`config.mk`:
```
export PLATFORM = sky130hd
export DESIGN_NAME = wb_port_arbiter_flat
export DESIGN_NICKNAME = d
export VERILOG_FILES = /design/src/rtl/wb_port_arbiter_if.sv /design/src/rtl/wb_port_arbiter.sv /design/src/flat_wrapper.sv
export SDC_FILE = /design/constraint.sdc
export NUM_CORES = 1
export LEC_CHECK = 0
export ABC_AREA = 1
export BUFFER_PORTS_ARGS = -buffer_cell sky130_fd_sc_hd__buf_2
export CAP_MARGIN = 25
export CORE_ASPECT_RATIO = 1.4
export CORE_MARGIN = 2
export CORE_UTILIZATION = 40
export CTS_CLUSTER_DIAMETER = 120
export CTS_CLUSTER_SIZE = 25
export DETAILED_ROUTE_END_ITERATION = 6
export PLACE_DENSITY = 0.61
export SLEW_MARGIN = 20
export SYNTH_ARGS = -nofsm -noshare
export SYNTH_HDL_FRONTEND = slang
export SYNTH_SLANG_ARGS = --single-unit
```
`constraint.sdc`:
```
create_clock -name clk -period 3.36 [get_ports clk]
set_input_delay 0.336 -clock clk [delete_from_list [all_inputs] [get_ports clk]]
set_output_delay 0.336 -clock clk [all_outputs]
set_load 0.02 [all_outputs]
```
`src/rtl/wb_port_arbiter_if.sv`:
```
// wb_port_arbiter_if
//   Bundles the signals around the register-file write port arbiter:
//   - WB stage request: ws_valid/ws_we/ws_dest/ws_pc/ws_result, and ws_stall back.
//   - Long-latency result stream: lu_valid/lu_dest/lu_pc/lu_result, and lu_ready back.
//   - Registered regfile write port: rf_we/rf_waddr/rf_wdata.
//   - Debug trace outputs: debug_wb_pc/debug_wb_rf_we.
//   - Status outputs: lu_pending (ID interlock bitmap) and fifo_count.
//   The slave modport is taken by the arbiter; the master modport is the
//   pipeline / environment side.
interface wb_port_arbiter_if #(
  parameter int FIFO_DEPTH = 4,
  parameter int CNT_W      = $clog2(FIFO_DEPTH) + 1
);
  logic             ws_valid;
  logic             ws_we;
  logic [4:0]       ws_dest;
  logic [31:0]      ws_pc;
  logic [31:0]      ws_result;
  logic             ws_stall;
  logic             lu_valid;
  logic [4:0]       lu_dest;
  logic [31:0]      lu_pc;
  logic [31:0]      lu_result;
  logic             lu_ready;
  logic             rf_we;
  logic [4:0]       rf_waddr;
  logic [31:0]      rf_wdata;
  logic [31:0]      debug_wb_pc;
  logic [3:0]       debug_wb_rf_we;
  logic [31:0]      lu_pending;
  logic [CNT_W-1:0] fifo_count;

  modport slave (
    input  ws_valid, ws_we, ws_dest, ws_pc, ws_result,
    input  lu_valid, lu_dest, lu_pc, lu_result,
    output ws_stall, lu_ready,
    output rf_we, rf_waddr, rf_wdata, debug_wb_pc, debug_wb_rf_we,
    output lu_pending, fifo_count
  );

  modport master (
    output ws_valid, ws_we, ws_dest, ws_pc, ws_result,
    output lu_valid, lu_dest, lu_pc, lu_result,
    input  ws_stall, lu_ready,
    input  rf_we, rf_waddr, rf_wdata, debug_wb_pc, debug_wb_rf_we,
    input  lu_pending, fifo_count
  );
endinterface

```
`src/rtl/wb_port_arbiter.sv`:
```
// wb_port_arbiter
//   Shares the single regfile write port between the WB stage and buffered
//   long-latency results. WB has priority in NORMAL; a starvation counter
//   forces a DRAIN phase that stalls WB until the result FIFO is empty.
//   Ports:
//     clk  - clock
//     rst  - synchronous, active-low reset
//     bus  - wb_port_arbiter_if.slave (WB request, LU stream, regfile port,
//            debug trace, lu_pending bitmap, fifo_count)
module wb_port_arbiter #(
  parameter int FIFO_DEPTH = 4,
  parameter int STARVE_MAX = 8,
  parameter int CNT_W      = $clog2(FIFO_DEPTH) + 1
) (
  input  logic                  clk,
  input  logic                  rst,
  wb_port_arbiter_if.slave      bus
);
  localparam int PTR_W = $clog2(FIFO_DEPTH);
  localparam int SC_W  = $clog2(STARVE_MAX + 1);

  typedef enum logic {NORMAL = 1'b0, DRAIN = 1'b1} state_t;

  state_t                state, state_nxt;
  logic [SC_W-1:0]       starve_cnt, starve_nxt;

  logic [4:0]            dest_mem [FIFO_DEPTH];
  logic [31:0]           pc_mem   [FIFO_DEPTH];
  logic [31:0]           res_mem  [FIFO_DEPTH];
  logic [FIFO_DEPTH-1:0] ent_vld;
  logic [PTR_W-1:0]      wr_ptr, rd_ptr;
  logic [CNT_W-1:0]      count;

  logic                  ws_req, fifo_empty;
  logic                  grant_ws, grant_lu, push, pop;
  logic                  lu_ready, ws_stall;
  logic [31:0]           pending;

  logic                  vld_p1;
  logic [4:0]            waddr_p1;
  logic [31:0]           wdata_p1, pc_p1;

  assign ws_req     = bus.ws_valid && bus.ws_we && (bus.ws_dest != 5'd0);
  assign fifo_empty = (count == '0);
  // Dest-0 results are acknowledged through lu_ready but never stored.
  assign push       = bus.lu_valid && lu_ready && (bus.lu_dest != 5'd0);
  assign pop        = grant_lu;

  // State register
  always_ff @(posedge clk) begin
    if (!rst) begin
      state      <= NORMAL;
      starve_cnt <= '0;
    end else begin
      state      <= state_nxt;
      starve_cnt <= starve_nxt;
    end
  end

  // Next-state logic
  always_comb begin
    starve_nxt = starve_cnt;
    state_nxt  = state;
    if (grant_lu || fifo_empty)
      starve_nxt = '0;
    else if (state == NORMAL && starve_cnt < SC_W'(STARVE_MAX))
      starve_nxt = starve_cnt + 1'b1;
    case (state)
      NORMAL: if (starve_nxt == SC_W'(STARVE_MAX)) state_nxt = DRAIN;
      // No pushes are accepted in DRAIN, so the FIFO always empties.
      DRAIN:  if (fifo_empty || (pop && count == CNT_W'(1))) state_nxt = NORMAL;
      default: state_nxt = NORMAL;
    endcase
  end

  // Output / grant logic; handshakes are held off while reset is asserted.
  always_comb begin
    grant_ws = 1'b0;
    grant_lu = 1'b0;
    lu_ready = 1'b0;
    ws_stall = 1'b0;
    case (state)
      NORMAL: begin
        // No pop-through: a full FIFO refuses even when popping this cycle.
        lu_ready = rst && (count < CNT_W'(FIFO_DEPTH));
        if (ws_req)           grant_ws = 1'b1;
        else if (!fifo_empty) grant_lu = 1'b1;
      end
      DRAIN: begin
        ws_stall = rst;
        grant_lu = !fifo_empty;
      end
      default: ;
    endcase
  end

  always_ff @(posedge clk) begin
    if (!rst) begin
      wr_ptr  <= '0;
      rd_ptr  <= '0;
      count   <= '0;
      ent_vld <= '0;
    end else begin
      if (push) begin
        wr_ptr          <= wr_ptr + 1'b1;
        ent_vld[wr_ptr] <= 1'b1;
      end
      if (pop) begin
        rd_ptr          <= rd_ptr + 1'b1;
        ent_vld[rd_ptr] <= 1'b0;
      end
      case ({push, pop})
        2'b10:   count <= count + 1'b1;
        2'b01:   count <= count - 1'b1;
        default: count <= count;
      endcase
    end
  end

  always_ff @(posedge clk) begin
    if (push) begin
      dest_mem[wr_ptr] <= bus.lu_dest;
      pc_mem[wr_ptr]   <= bus.lu_pc;
      res_mem[wr_ptr]  <= bus.lu_result;
    end
  end

  // Duplicate dests keep their bit set until the last matching entry pops.
  always_comb begin
    pending = '0;
    for (int i = 0; i < FIFO_DEPTH; i++)
      if (ent_vld[i]) pending[dest_mem[i]] = 1'b1;
  end

  // p1: registered regfile write port
  always_ff @(posedge clk) begin
    if (!rst) begin
      vld_p1   <= 1'b0;
      waddr_p1 <= '0;
      wdata_p1 <= '0;
      pc_p1    <= '0;
    end else if (grant_ws) begin
      vld_p1   <= 1'b1;
      waddr_p1 <= bus.ws_dest;
      wdata_p1 <= bus.ws_result;
      pc_p1    <= bus.ws_pc;
    end else if (grant_lu) begin
      vld_p1   <= 1'b1;
      waddr_p1 <= dest_mem[rd_ptr];
      wdata_p1 <= res_mem[rd_ptr];
      pc_p1    <= pc_mem[rd_ptr];
    end else begin
      vld_p1   <= 1'b0;
    end
  end

  assign bus.ws_stall       = ws_stall;
  assign bus.lu_ready       = lu_ready;
  assign bus.rf_we          = vld_p1;
  assign bus.rf_waddr       = waddr_p1;
  assign bus.rf_wdata       = wdata_p1;
  assign bus.debug_wb_pc    = pc_p1;
  assign bus.debug_wb_rf_we = {4{vld_p1}};
  assign bus.lu_pending     = pending;
  assign bus.fifo_count     = count;
endmodule

```
`src/flat_wrapper.sv`:
```
// flat-port wrapper written by rule: the top's interface ports become plain ports
module wb_port_arbiter_flat 
#(
  parameter int FIFO_DEPTH = 4,
  parameter int STARVE_MAX = 8,
  parameter int CNT_W      = $clog2(FIFO_DEPTH) + 1
)
  (clk, rst, bus_ws_valid, bus_ws_we, bus_ws_dest, bus_ws_pc, bus_ws_result, bus_lu_valid, bus_lu_dest, bus_lu_pc, bus_lu_result, bus_ws_stall, bus_lu_ready, bus_rf_we, bus_rf_waddr, bus_rf_wdata, bus_debug_wb_pc, bus_debug_wb_rf_we, bus_lu_pending, bus_fifo_count);
  wb_port_arbiter_if #(.FIFO_DEPTH(FIFO_DEPTH), .CNT_W(CNT_W)) bus_i ();
  input  logic clk;
  input  logic rst;
  input wire logic [$bits(bus_i.ws_valid)-1:0] bus_ws_valid;
  input wire logic [$bits(bus_i.ws_we)-1:0] bus_ws_we;
  input wire logic [$bits(bus_i.ws_dest)-1:0] bus_ws_dest;
  input wire logic [$bits(bus_i.ws_pc)-1:0] bus_ws_pc;
  input wire logic [$bits(bus_i.ws_result)-1:0] bus_ws_result;
  input wire logic [$bits(bus_i.lu_valid)-1:0] bus_lu_valid;
  input wire logic [$bits(bus_i.lu_dest)-1:0] bus_lu_dest;
  input wire logic [$bits(bus_i.lu_pc)-1:0] bus_lu_pc;
  input wire logic [$bits(bus_i.lu_result)-1:0] bus_lu_result;
  output wire logic [$bits(bus_i.ws_stall)-1:0] bus_ws_stall;
  output wire logic [$bits(bus_i.lu_ready)-1:0] bus_lu_ready;
  output wire logic [$bits(bus_i.rf_we)-1:0] bus_rf_we;
  output wire logic [$bits(bus_i.rf_waddr)-1:0] bus_rf_waddr;
  output wire logic [$bits(bus_i.rf_wdata)-1:0] bus_rf_wdata;
  output wire logic [$bits(bus_i.debug_wb_pc)-1:0] bus_debug_wb_pc;
  output wire logic [$bits(bus_i.debug_wb_rf_we)-1:0] bus_debug_wb_rf_we;
  output wire logic [$bits(bus_i.lu_pending)-1:0] bus_lu_pending;
  output wire logic [$bits(bus_i.fifo_count)-1:0] bus_fifo_count;
  assign bus_i.ws_valid = bus_ws_valid;
  assign bus_i.ws_we = bus_ws_we;
  assign bus_i.ws_dest = bus_ws_dest;
  assign bus_i.ws_pc = bus_ws_pc;
  assign bus_i.ws_result = bus_ws_result;
  assign bus_i.lu_valid = bus_lu_valid;
  assign bus_i.lu_dest = bus_lu_dest;
  assign bus_i.lu_pc = bus_lu_pc;
  assign bus_i.lu_result = bus_lu_result;
  assign bus_ws_stall = bus_i.ws_stall;
  assign bus_lu_ready = bus_i.lu_ready;
  assign bus_rf_we = bus_i.rf_we;
  assign bus_rf_waddr = bus_i.rf_waddr;
  assign bus_rf_wdata = bus_i.rf_wdata;
  assign bus_debug_wb_pc = bus_i.debug_wb_pc;
  assign bus_debug_wb_rf_we = bus_i.debug_wb_rf_we;
  assign bus_lu_pending = bus_i.lu_pending;
  assign bus_fifo_count = bus_i.fifo_count;
  wb_port_arbiter #(.FIFO_DEPTH(FIFO_DEPTH), .STARVE_MAX(STARVE_MAX), .CNT_W(CNT_W)) u_core (.clk(clk), .rst(rst), .bus(bus_i));
endmodule
```
-- After elaboration in Yosys (flattened, before gate mapping)
Memory sizes are Yosys's and may differ from the RTL's. A register that Yosys moved wholly into a read port is not among the register bits.
Index checks and enable logic that the tools add are counted.
- register bits after elaboration: 86
- RAM bits: 276
- bits of input ports: 143
- output and inout port bits: 111
- word-level logic and storage cells: 112
- memories kept: 3
- add/subtract/negate cells: 5
- magnitude comparators: 14
- equal/unequal tests: 4
- multiplexer cells: 48
- bitwise logic cells: 7
- reduce and logical (&&, ||, !) cells: 21
- memories (memory ; words ; width ; rd ports ; clocked after Yosys merged registers in ; wr ports ; line ; source):
    u_core.pc_mem ; 4 ; 32 ; 1 ; 1 ; 1 ; wb_port_arbiter.sv:28 ; logic [31:0] pc_mem [FIFO_DEPTH];
    u_core.res_mem ; 4 ; 32 ; 1 ; 1 ; 1 ; wb_port_arbiter.sv:29 ; logic [31:0] res_mem [FIFO_DEPTH];
    u_core.dest_mem ; 4 ; 5 ; 5 ; 1 ; 1 ; wb_port_arbiter.sv:27 ; logic [4:0] dest_mem [FIFO_DEPTH];
- operators with widths (cell ; count):
    two-way mux 32 bit ; 8
    bitwise OR 32 bit ; 3
    < comparator 5 x 6 -> 1 bit, second input constant ; 4
    demux 1 bit (select 5 bit) ; 4
    >= comparator 5 x 1 -> 1 bit, second input constant ; 4
    two-way mux 4 bit ; 5
    two-way mux 1 bit ; 18
    logical AND 1 bit ; 13
    two-way mux 2 bit ; 6
    two-way mux 5 bit ; 2
    nonzero test 5 bit ; 2
    < comparator 2 x 3 -> 1 bit, second input constant ; 2
    one-hot mux 3 bit (2 select lines) ; 1
    adder 2 x 1 -> 2 bit, second input constant ; 2
    adder 4 x 1 -> 4 bit, second input constant ; 1
    AND 4 bit ; 1
    demux 1 bit (select 2 bit) ; 2
    == test 4 bit, second input constant ; 1
    >= comparator 2 x 1 -> 1 bit, second input constant ; 2
    < comparator 4 bit, second input constant ; 1
    inverter 4 bit ; 1
    bitwise OR 4 bit ; 1
    one-hot mux 1 bit (2 select lines) ; 2
    nonzero test 2 bit ; 2
    10 further kinds ; 11

-- Depth between registers and ports, before layout
- word-level depth: 11
- depth in mapped cells: 11
- gate-level depth less buffers: 11

-- Least setup slack after synthesis
No wires, ideal clock.
- kind: input-to-reg
- start: in rst
- end: mem u_core.dest_mem[0][0], enable pin
- library setup time: 0.423 ns
- arrival: 2.656 ns
- required time: 2.937 ns
- path slack: 0.281 ns
- stages on the path: 8
- buffers on the path: 1
- cell sequence: buf_4 > inv_2 > nor3_2 > and2_1 > nand2_1 > inv_1 > nand2_1 > inv_1
- cells in the longest elaborated chain, start to end: 6
- RTL lines (what ; line ; source):
    start: declaration ; flat_wrapper.sv:11 ; input logic rst;
    logical AND 1 bit ; wb_port_arbiter.sv:85 ; lu_ready = rst && (count < CNT_W'(FIFO_DEPTH));
    two-way mux 1 bit ; wb_port_arbiter.sv:82 ; case (state)
    via bus_lu_ready ; flat_wrapper.sv:22 ; output wire logic [$bits(bus_i.lu_ready)-1:0] bus_lu_ready;
    logical AND 1 bit (2 in a row) ; wb_port_arbiter.sv:46 ; assign push = bus.lu_valid && lu_ready && (bus.lu_dest != 5'd0);
    two-way mux 1 bit ; wb_port_arbiter.sv:121 ; if (push) begin
    two-way mux 1 bit (implied by the code) ; wb_port_arbiter.sv:122 ; dest_mem[wr_ptr] <= bus.lu_dest;
    end: declaration ; wb_port_arbiter.sv:27 ;
The timed path passes the listed nets, and every way through them passes these cells.

-- Worst setup path in the final report
- start: reg u_core.state
- end: reg u_core.pc_p1[0] (netlist: u_core.bus.debug_wb_pc[0])
- cells in the longest elaborated chain, start to end: 3
- elaborated cells on any way between the ends: 5
- those cells by class: mux: 3; bitwise: 1; reduce/logical: 1
- RTL lines (what ; line ; source):
    start: declaration ; wb_port_arbiter.sv:24 ; state_t state, state_nxt;
    start signal: assignment ; wb_port_arbiter.sv:55 ; state <= state_nxt;
    inverter 1 bit ; wb_port_arbiter.sv:82 ;
    one-hot mux 1 bit (2 select lines) ; wb_port_arbiter.sv:82 ;
    nonzero test 2 bit (no source line) ; n/a ;
    end signal: assignment ; wb_port_arbiter.sv:146 ; pc_p1 <= bus.ws_pc;
    end signal: assignment ; wb_port_arbiter.sv:151 ; pc_p1 <= pc_mem[rd_ptr];
    end: declaration ; wb_port_arbiter.sv:41 ; logic [31:0] wdata_p1, pc_p1;
Parallel ways exist; a longest one is shown, timed or not.
A chain may end at the register's enable or synchronous reset.

==> results_dict.tcl <==
set metrics [dict create \
    outcome "complete, no violations" \
    area_growth_pct 16.49 \
    holdPathStages 1 \
    register_area_um2 10050 \
    rsz0062_at_grt "false" \
    vdd_ir_drop_max_v 0.0003835 \
    cts_max_level 1 \
    skew_ns 0.03581 \
    rr_endpoint "u_core.bus.debug_wb_pc[0]$_SDFFE_PN0P_" \
    final_area_um2 17690 \
    final_hold_viol_count 0 \
    synth_seq_area_share_pct 66.18 \
    dpl.hpwl_um 26980 \
    required_ns 3.82 \
    synth-warning-count 0 \
    fin_nets 1807 \
    crit_arrival_ns 2.74 \
    cts_buffers 18 \
    synth_area_leaders "edfxtp_1 (55%), dfxtp_1 (12%), o21ai_0 (8.1%), nor2_1 (5.9%), nand3_1 (3.5%)" \
    fmax_mhz 439.0 \
    drive_above_1_share_pct 18.77 \
    io_buffers 253 \
    drt-pass1-iter-count 7 \
    multi_input_area_um2 4451 \
    power_density_nw_per_um2 713.4 \
    synth.most_common_cell "edfxtp_1" \
    whs_endpoint "u_core.pc_mem[0][19]$_DFFE_PP_" \
    synth_edf_count 276 \
    r2r_setup_slack_ns 1.08 \
    synth.cells.most_frequent "edfxtp_1 (276), o21ai_0 (245), nor2_1 (240)" \
    start_util_pct 40.47 \
    critPathMaxFanout 39 \
    dpl_cell_area_um2 16880 \
    wire_per_inst_um 19.20 \
    post-route-period-util_pct 67.80 \
    postSynthCellCount 1412 \
    cts_sinks 364 \
    synthFlopType "edfxtp_1" \
    die_w_um 168.7 \
    period_minus_slack_ns 2.278 \
    grt_max_degree 139 \
    endpoint_kind "register" \
    hold_start "bus_lu_pc[19]" \
    worst_r2r_path_depth 7 \
    clk_pin_slew_worst_paths_ns 0.10 \
    grt_pass1_wl_um 61420 \
    slew_headroom_pct 41.73 \
    grt_pass1_vias 10899 \
    maxSlewViolCount 0 \
    synth_seq_cells 364 \
    rows 84 \
    setup_viol 0 \
    design.core.area_um2 37520 \
    cts_buffer_depth 3 \
    root_buffer "clkbuf_16" \
    cpMaxStageDelayCell "inv_2" \
    r2r-start "u_core.state$_SDFF_PN0_" \
    grt_overflow 0 \
    critPathKind "reg -> reg" \
    route.detailed.drc 0 \
    cts_tree "yes" \
    crit_chain "nor2_2 > nand2_4 > nand2_2 > nand2_1 > inv_2 > o211ai_1 > nand2_1" \
    syn_avg_cell_area_um2 10.75 \
    io_pins 254 \
    postRouteWirelength_um 41090 \
    syn_area_um2 15190 \
    tns_ns 0 \
    synthArstFlopShare_pct 0 \
    fp.dieH_um 234.5 \
    clkLatencyLatePin_ns 0.54 \
    max_slew.worst_pin.slew_ns 0.8740 \
    ant_nets 0 \
    synth_largest_area_cell "edfxtp_1" \
    drtIter0Drc 884 \
    hold_path.class "in -> reg" \
    nFillCells 3481 \
    synth_fp_nets 1569 \
    max_stage_delay_ns 0.44 \
    die_area_um2 39560 \
    cp-start-kind "register" \
    grt_util_all_layers_pct 19.99 \
    vias 11524 \
    place.gp.congestion 1.004 \
    antenna_found_initial 8 \
    cpMostUsedCell "nand2_1" \
    drt-vias-per-instance 5.385 \
    synth_top_area_share_pct 54.58 \
    power_leakage_nw 6.828 \
    drv_cap 0 \
    cts_resized 0 \
    synth.distinct_cells 31 \
]
final cells by class:
type / instances / area share [%]
timing repair buffer: 302 / 10.03
multi-input combinational: 894 / 25.16
antenna: 5 / 0.07073
clock buffer: 31 / 2.942
clock inverter: 1 / 0.09194
tap: 473 / 3.345
inverter: 70 / 1.528
sequential: 364 / 56.84
flip-flops by register name, summed over array words and instances, names as in the netlist, named ones only:
name,count
u_core.bus.debug_wb_pc,32
u_core.bus.fifo_count,3
u_core.bus.rf_waddr,5
u_core.bus.rf_wdata,32
u_core.bus.rf_we,1
u_core.dest_mem,20
u_core.ent_vld,4
u_core.pc_mem,128
u_core.rd_ptr,2
u_core.res_mem,128
u_core.starve_cnt,4
u_core.state,1
u_core.wr_ptr,2
per-stage QoR:
step | std cells | power [mW] | setup slack (ns) | hold slack, ns | utilization, %
after floorplan | 1412 | 8.793 | 0.2810 | 0.4349 | -
after global placement | 2077 | 10.22 | 0.9768 | 0.4603 | 44.99
after detailed placement | 2077 | 10.29 | 0.9517 | 0.4619 | 44.99
after CTS | 2135 | 12.75 | 1.051 | 0.001098 | 47.12
after global routing | 2139 | 13.39 | 0.8417 | 0.008718 | 47.14
final | 2140 | 12.62 | 1.082 | 0.02152 | 47.15
cell families (layout without fill, tap and decap cells):
family / count (synthesis) / after routing / share of synthesized area (%)
xor+xnor: 1 / 1 / 0.05769
compound gates: 422 / 422 / 15.76
fa+ha+maj: 14 / 14 / 1.154
flops: 364 / 364 / 66.18
simple gates: 457 / 457 / 12.30
other cells: 0 / 5 / 0
buf+inv: 154 / 404 / 4.548
placed cells by master, fill, tap and decap left out, types with 6 or more instances in the layout:
cell type and n:
a22oi_1 22, o21ai_1 24, nor2_1 240, dfxtp_1 86
a21oi_1 57, clkbuf_1 12, o22a_1 7, o21ai_0 245
edfxtp_1 276, clkbuf_16 19, buf_12 6, inv_1 59
buf_4 17, o221ai_1 29, o211ai_1 32, dlygate4sd3_1 26
nand2_1 103, ha_1 14, buf_2 253, nand3_1 105
power by group:
group	leakage, nW	switching [mW]	internal, mW
Sequential	3.23	0.301	5.44
Combinational	3.34	3.10	1.34
Clock	0.255	1.36	1.08
layer usage:
layer | global-route usage, % | vias up | share of wire [%]
li1 | - | 5540 | -
met1 | 24.45 | 5558 | 41
met2 | 36.17 | 354 | 51
met3 | 2.589 | 66 | 5.1
met4 | 7.328 | 6 | 2.8
met5 | 0 | - | 0.092
critical path: cells and delay by family (launching register included):
kind	cells	cell delay (ns)
simple gates	5	1.19
buf+inv	1	0.44
flops	1	0.39
compound gates	1	0.16
how the worst max path moves through the flow:
stage	slack (ns)	to	cells past startpoint	start
detailed placement	0.95	u_core.res_mem[3][0]$_DFFE_PP_	8	bus_lu_dest[3]
floorplan	0.28	u_core.dest_mem[0][0]$_DFFE_PP_	8	rst
global placement	0.98	u_core.res_mem[3][31]$_DFFE_PP_	8	bus_lu_dest[3]
global route	0.84	u_core.bus.rf_wdata[18]$_SDFFE_PN0P_	7	u_core.state$_SDFF_PN0_
finish	1.08	u_core.bus.debug_wb_pc[0]$_SDFFE_PN0P_	7	u_core.state$_SDFF_PN0_
CTS	1.05	u_core.bus.debug_wb_pc[0]$_SDFFE_PN0P_	7	u_core.state$_SDFF_PN0_
what timing repair did:
action                    in CTS  in global routing
setup buffers                  0                  0
hold endpoints to repair      94                  0
hold buffers                  26                  0
Note: power is estimated with default switching activity, not from simulation.
